[config.mk]
export PLATFORM = sky130hd
export DESIGN_NAME = mm_dot_ctrl
export DESIGN_NICKNAME = d
export VERILOG_FILES = /design/src/rtl/mm_dot_ctrl.sv
export SDC_FILE = /design/constraint.sdc
export NUM_CORES = 1
export LEC_CHECK = 0
export CELL_PAD_IN_SITES_DETAIL_PLACEMENT = 1
export CELL_PAD_IN_SITES_GLOBAL_PLACEMENT = 1
export CORE_ASPECT_RATIO = 1.75
export CORE_MARGIN = 5
export CORE_UTILIZATION = 27
export CTS_CLUSTER_SIZE = 24
export DETAILED_ROUTE_END_ITERATION = 7
export PLACE_DENSITY = 0.84
export REMOVE_ABC_BUFFERS = 1
export SLEW_MARGIN = 20
export SYNTH_ARGS = -nofsm -noshare
export SYNTH_HDL_FRONTEND = slang
export SYNTH_SLANG_ARGS = --single-unit
[constraint.sdc]
create_clock -name clk -period 2.3 [get_ports clk]
set_input_delay 0.46 -clock clk [delete_from_list [all_inputs] [get_ports clk]]
set_output_delay 0.46 -clock clk [all_outputs]
set_load 0.05 [all_outputs]
[src/rtl/mm_dot_ctrl.sv]
`timescale 1ns/1ps
`default_nettype none
// ============================================================================
//  Module      : mm_dot_ctrl
//  Description : Sequencer for one MM MAC lane. Computes a single dot product
//                of length len by streaming operand pairs from two
//                single-port read buffers into the MAC. The accumulator is
//                cleared first and the MAC pipeline is drained afterwards.
//                The final accumulator value is captured into result, and
//                completion is signalled with a start/busy/done handshake.
//  Revision    : 1.0  initial release
// ----------------------------------------------------------------------------
//  Ports
//    clk, rst_n            clock, asynchronous active-low reset
//    start, abort          command request (IDLE only) / abort running command
//    len, base_a, base_b,
//    stride_b              command fields, latched when start is accepted
//    stall                 buffer back-pressure, suppresses issue while high
//    rd_en, rd_addr_a/b    shared read strobe and per-buffer read addresses
//    rdata_a/b             buffer read data, valid the cycle after rd_en
//    mac_clear             MAC accumulator clear
//    mac_data, mac_weight  MAC operands, packed {value[32:1], valid[0]}
//    mac_out               MAC accumulator (IEEE single)
//    busy, done, result    status, one-cycle completion pulse, dot product
// ============================================================================
module mm_dot_ctrl #(
    parameter int ADDR_W = 8,
    parameter int LEN_W  = 9
) (
    input  logic              clk,
    input  logic              rst_n,
    input  logic              start,
    input  logic              abort,
    input  logic [LEN_W-1:0]  len,
    input  logic [ADDR_W-1:0] base_a,
    input  logic [ADDR_W-1:0] base_b,
    input  logic [ADDR_W-1:0] stride_b,
    input  logic              stall,
    output logic              rd_en,
    output logic [ADDR_W-1:0] rd_addr_a,
    output logic [ADDR_W-1:0] rd_addr_b,
    input  logic [31:0]       rdata_a,
    input  logic [31:0]       rdata_b,
    output logic              mac_clear,
    output logic [32:0]       mac_data,
    output logic [32:0]       mac_weight,
    input  logic [31:0]       mac_out,
    output logic              busy,
    output logic              done,
    output logic [31:0]       result
);

    localparam logic [2:0] S_IDLE  = 3'd0;
    localparam logic [2:0] S_CLEAR = 3'd1;
    localparam logic [2:0] S_ISSUE = 3'd2;
    localparam logic [2:0] S_DRAIN = 3'd3;
    localparam logic [2:0] S_DONE  = 3'd4;

    localparam logic [LEN_W-1:0]  C_LEN_ZERO = '0;
    localparam logic [LEN_W-1:0]  C_LEN_ONE  = {{(LEN_W-1){1'b0}}, 1'b1};
    localparam logic [ADDR_W-1:0] C_ADDR_ONE = {{(ADDR_W-1){1'b0}}, 1'b1};

    logic [2:0]        r_state;
    logic [2:0]        w_state_nxt;
    logic [LEN_W-1:0]  r_len;
    logic [LEN_W-1:0]  r_idx;
    logic [ADDR_W-1:0] r_addr_a;
    logic [ADDR_W-1:0] r_addr_b;
    logic [ADDR_W-1:0] r_stride_b;
    logic              r_drain_cnt;
    logic              r_rd_v;
    logic              r_abort_clr;
    logic [31:0]       r_result;

    logic              w_accept;
    logic              w_abort;
    logic              w_capture;

    // ------------------------------------------------------------------
    // State register
    // ------------------------------------------------------------------
    always_ff @(posedge clk or negedge rst_n) begin
        if (!rst_n) begin
            r_state <= S_IDLE;
        end else begin
            r_state <= w_state_nxt;
        end
    end

    // ------------------------------------------------------------------
    // Next-state and control outputs
    // ------------------------------------------------------------------
    always_comb begin
        w_state_nxt = r_state;
        w_accept    = 1'b0;
        w_abort     = 1'b0;
        w_capture   = 1'b0;
        rd_en       = 1'b0;
        done        = 1'b0;
        busy        = (r_state != S_IDLE);
        // An abort issues its accumulator clear in the cycle after it.
        mac_clear   = r_abort_clr;

        case (r_state)
            S_IDLE: begin
                if (start) begin
                    w_accept    = 1'b1;
                    w_state_nxt = S_CLEAR;
                end
            end
            S_CLEAR: begin
                mac_clear = 1'b1;
                if (abort) begin
                    w_abort     = 1'b1;
                    w_state_nxt = S_IDLE;
                end else if (r_len != C_LEN_ZERO) begin
                    w_state_nxt = S_ISSUE;
                end else begin
                    w_state_nxt = S_DRAIN;
                end
            end
            S_ISSUE: begin
                // Abort takes priority over any issue, including the last,
                // so no operand reaches the MAC alongside the abort clear.
                if (abort) begin
                    w_abort     = 1'b1;
                    w_state_nxt = S_IDLE;
                end else if (!stall) begin
                    rd_en = 1'b1;
                    if (r_idx == (r_len - C_LEN_ONE)) begin
                        w_state_nxt = S_DRAIN;
                    end
                end
            end
            S_DRAIN: begin
                // Two fixed cycles: last operands enter the MAC in the first,
                // mac_out is final in the second and captured at its end.
                if (abort) begin
                    w_abort     = 1'b1;
                    w_state_nxt = S_IDLE;
                end else if (r_drain_cnt) begin
                    w_capture   = 1'b1;
                    w_state_nxt = S_DONE;
                end
            end
            S_DONE: begin
                done        = 1'b1;
                w_state_nxt = S_IDLE;
            end
            default: begin
                w_state_nxt = S_IDLE;
            end
        endcase
    end

    // ------------------------------------------------------------------
    // Command registers, address generation, operand valid, result
    // ------------------------------------------------------------------
    always_ff @(posedge clk or negedge rst_n) begin
        if (!rst_n) begin
            r_len       <= '0;
            r_idx       <= '0;
            r_addr_a    <= '0;
            r_addr_b    <= '0;
            r_stride_b  <= '0;
            r_drain_cnt <= 1'b0;
            r_rd_v      <= 1'b0;
            r_abort_clr <= 1'b0;
            r_result    <= '0;
        end else begin
            r_rd_v      <= rd_en;
            r_abort_clr <= w_abort;

            if (w_accept) begin
                r_len      <= len;
                r_idx      <= '0;
                r_addr_a   <= base_a;
                r_addr_b   <= base_b;
                r_stride_b <= stride_b;
            end else if (rd_en) begin
                // Running sums; addresses wrap modulo 2^ADDR_W.
                r_idx    <= r_idx + C_LEN_ONE;
                r_addr_a <= r_addr_a + C_ADDR_ONE;
                r_addr_b <= r_addr_b + r_stride_b;
            end

            if (r_state == S_DRAIN) begin
                r_drain_cnt <= ~r_drain_cnt;
            end else begin
                r_drain_cnt <= 1'b0;
            end

            if (w_capture) begin
                r_result <= mac_out;
            end
        end
    end

    assign rd_addr_a  = r_addr_a;
    assign rd_addr_b  = r_addr_b;
    // Bubbles present valid=0 and a zero value so the MAC holds.
    assign mac_data   = {(r_rd_v ? rdata_a : 32'h0), r_rd_v};
    assign mac_weight = {(r_rd_v ? rdata_b : 32'h0), r_rd_v};
    assign result     = r_result;

endmodule

`default_nettype wire

==> PnR_summary.wiki <==
{| class="wikitable"
! Metric !! Value
|-
| Result of the run || completed
|-
| Post-synthesis register bit count || 80
|-
| Leak Pwr || about 3.5 nW
|-
| Critical path type || reg2out
|-
| Mean area per synthesized cell || between 9 and 10 um2
|-
| Synthesized area || approximately 4300 um2
|-
| Placed Area || approximately 7800 um2
|-
| Final Routed Wirelength || around 18000 um
|-
| Number of failing setup endpoints in the final timing report || 0
|-
| Final cell area excluding filler cells || just over 8000 um2
|-
| TritonCTS clock tree || done
|-
| Peak Freq || about 450 MHz
|-
| Pin count of the biggest net entering global routing || 67
|-
| Core area || between 15000 and 20000 um2
|-
| Vias || 4426
|-
| First-pass GRT wire length || between 20000 and 30000 um
|-
| Arrival time worst endpoint || roughly 1800 ps
|-
| Cell at the root of the clock tree || clkbuf_16
|-
| Port Buffers || about 250
|-
| Final net count || 850
|-
| Clock sink count || 80
|-
| Die area || 18700 um2
|-
| Prevailing post-synth register cell || dfrtp_1
|-
| Final core area utilization || approximately half
|-
| Total Power Consumption || ~0.009 W
|-
| Reg2reg path depth || 8
|-
| Pin slew with the least headroom to its limit || 609 ps
|-
| Number of placed cells counting well taps || 879
|-
| Number of clock buffers inserted by TritonCTS || 9
|-
| Maximum fanout encountered on the critical timing path || 3
|-
| Number of diodes || 0
|-
| Final cycle utilization of the critical path || a little over nine tenths
|-
| Min cycle time layout || between 2000 and 2500 ps
|-
| Pre-Repair DR Iteration Count || 4
|-
| Endpoint type of the worst setup path || output pin
|-
| Setup repair after global routing missed its margin || no
|-
| Final non-filler cell total || 898
|-
| Register area share after synthesis || 46.4%
|-
| Overall fraction of global-route tracks in use || 18.9%
|-
| Antenna viol nets, final || 0
|-
| HPWL after detailed placement || roughly 15000 um
|-
| Gate Count Post-Synth || 448
|-
| Iteration-0 DRC count of the detailed router || approximately 160
|-
| DRC errors left || 0
|-
| Share of flip-flops with an asynchronous set or reset after synthesis || between 90% and 100%
|-
| Startpoint type of the worst setup path || flip-flop
|-
| Largest buffer count on any clock path || 2
|-
| Cell variety after synth || 44
|-
| Number of hold-slack violations in the final timing report || 0
|-
| Skew final || approximately 6.4 ps
|-
| Final weighted congestion in routability-driven placement || about 0.85
|-
| Area growth syn-to-layout || 88.1%
|-
| Worst EP required || 1840 ps
|-
| Number of maximum-capacitance constraint violations || 0
|-
| Setup slack on the worst flop-to-flop path || 130 ps
|-
| Source-to-sink clock delay at the later pin of the worst-skew pair || 340 ps
|-
| Layout cells sized above 1 || about a fifth
|-
| Yosys warnings || 0
|-
| Max Slew Vio Count || 0
|-
| Worst R2R Start || r_state[2]
|-
| Antenna violations before repair || 0
|-
| Max-slew headroom || 59.4%
|-
| H-tree depth reported by CTS || 3
|-
| Chip height || 177 um
|-
| Worst supply voltage drop on vdd || 0.789 mV
|-
| Standard-cell rows || between 60 and 70
|-
| Clock transition at the registers of the reported paths || around 60 ps
|-
| Number of primary I/O pins || 252
|-
| Tightest Hold Check Type || in2async
|-
| Sum of overflow across all layers after global routing || 0
|-
| Die Span X || around 110 um
|-
| Worst reg2reg path endpoint || rd_addr_a[5]
|-
| DR WL/cell || 20.0 um
|-
| Number of enable flip-flop cells after synthesis || 0
|-
| Total power per unit cell area || ~1100 nW/um2
|-
| Via count of the first global-routing pass || about 5k
|-
| Initial standard-cell utilization of the core || 27.3%
|-
| Detail-routed via count per cell || between 4 and 5
|}
==> flip-flops by register name, indices dropped and copies added, names as in the netlist <==
register,cells
rd_addr_a,8
r_rd_v,1
r_len,9
r_state,3
r_idx,9
result,32
r_drain_cnt,1
rd_addr_b,8
r_abort_clr,1
r_stride_b,8
==> layout by cell type (no fill, tap or decap), types with 2 or more instances in the layout <==
| master | instances |
|---|---|
| nand3_1 | 11 |
| o22ai_1 | 4 |
| nand2_1 | 66 |
| a221o_1 | 2 |
| dfrtp_1 | 80 |
| clkbuf_16 | 9 |
| nand2b_1 | 3 |
| nor3_1 | 9 |
| clkdlybuf4s50_1 | 179 |
| buf_12 | 68 |
| o211ai_1 | 2 |
| bufinv_16 | 2 |
| o21ai_0 | 16 |
| and2_1 | 66 |
| xnor2_1 | 13 |
| o21ai_1 | 2 |
| a21oi_1 | 11 |
| buf_4 | 26 |
| a31oi_1 | 3 |
| clkinvlp_4 | 3 |
| nor4_1 | 5 |
| xor2_1 | 10 |
| nor2b_1 | 5 |
| nand4_1 | 5 |
| ha_1 | 11 |
| nor2_1 | 21 |
| nor3b_1 | 3 |
| a211oi_1 | 2 |
| mux2_2 | 32 |
| or3_1 | 4 |
| and3_1 | 5 |
| inv_1 | 9 |
| a22oi_1 | 4 |
==> per-stage QoR <==
step | hold slack (ps) | worst slack (ps) | setup TNS, ps
2_1_floorplan | 164 | -501 | -29070
3_3_place_gp | 469 | -257 | -3080
3_5_place_dp | 470 | -312 | -4360
4_1_cts | 153 | 75.6 | 0
5_1_grt | 173 | 20.3 | 0
6_report | 136 | 82.4 | 0
==> logic make-up after synthesis <==
logic type | after synthesis | share of synthesized area [%]
and+or+nand+nor | 209 | 25.3
DFF | 80 | 46.4
AOI/OAI and AO/OA | 52 | 7.42
buffers and inverters | 39 | 3.94
muxes | 33 | 8.58
xor gates and xnor gates | 23 | 4.67
adders and majority gates | 12 | 3.65
==> timing repair <==
item                                    CTS  global route
hold buffers                              0             0
endpoints found under the setup margin    1             0
buffers inserted                          3             0
gates resized for setup                   3             0
==> cell usage after synthesis (all sizes together), types with 4 or more instances <==
cell type | n | area (um2)
nor4 | 5 | 31.3
o21ai | 18 | 90.1
buf | 10 | 56.3
dfrtp | 80 | 2000
o22ai | 4 | 25.0
a21oi | 11 | 55.1
nor2b | 5 | 31.3
or3 | 5 | 31.3
nand4 | 6 | 52.6
ha | 11 | 138
clkbuf | 19 | 71.3
nand2 | 66 | 248
and2 | 66 | 413
mux2 | 32 | 360
nand3 | 11 | 55.1
nor3 | 9 | 45.0
xnor2 | 13 | 114
inv | 9 | 33.8
nor2 | 22 | 82.6
xor2 | 10 | 87.6
a22oi | 4 | 30.0
and3 | 5 | 31.3
==> power by group <==
part,total (W),internal [W],leakage (nW),switching [W]
Clock,0.00154,0.000950,0.148,0.000592
Sequential,0.00248,0.00195,1.04,0.000525
Combinational,0.00491,0.00195,2.34,0.00296
Total,0.00893,0.00485,3.52,0.00408
==> how the worst max path moves through the flow <==
stage / depth (start not counted) / endpoint / start / slack (ps)
final: 4 / rd_en / r_state[2] / 80
after global routing: 6 / rd_addr_b[6] / r_state[2] / 20
after CTS: 4 / rd_en / r_state[2] / 80
after detailed placement: 8 / rd_addr_a[5] / abort / -310
after global placement: 7 / r_idx[5] / abort / -260
after floorplan: 3 / result[0] / abort / -500
==> critical path: stages (launching register included) <==
cell,delay (ps)
dfrtp_1,390
or3b_4,410
or3_4,430
clkinv_8,70
buf_12,120
==> layer usage <==
metal	vias to the layer above	track usage (%)	share of wire (%)
li1	2017	-	-
met1	2160	19.6	36
met2	223	36.5	54
met3	26	5.33	7.9
met4	0	5.35	1.9
met5	-	0	0
==> final cells by class <==
| cell class | instances | area (um2) |
|---|---|---|
| fillers | 1677 | 7680 |
| repair buffers | 274 | 3360 |
| multi-input cells | 329 | 2150 |
| flip-flops and latches | 80 | 2000 |
| well taps | 189 | 236 |
| clock buffers | 9 | 225 |
| clock inverters | 7 | 96.3 |
| inverters | 10 | 50.0 |
Note: power is estimated with default switching activity, not from simulation.
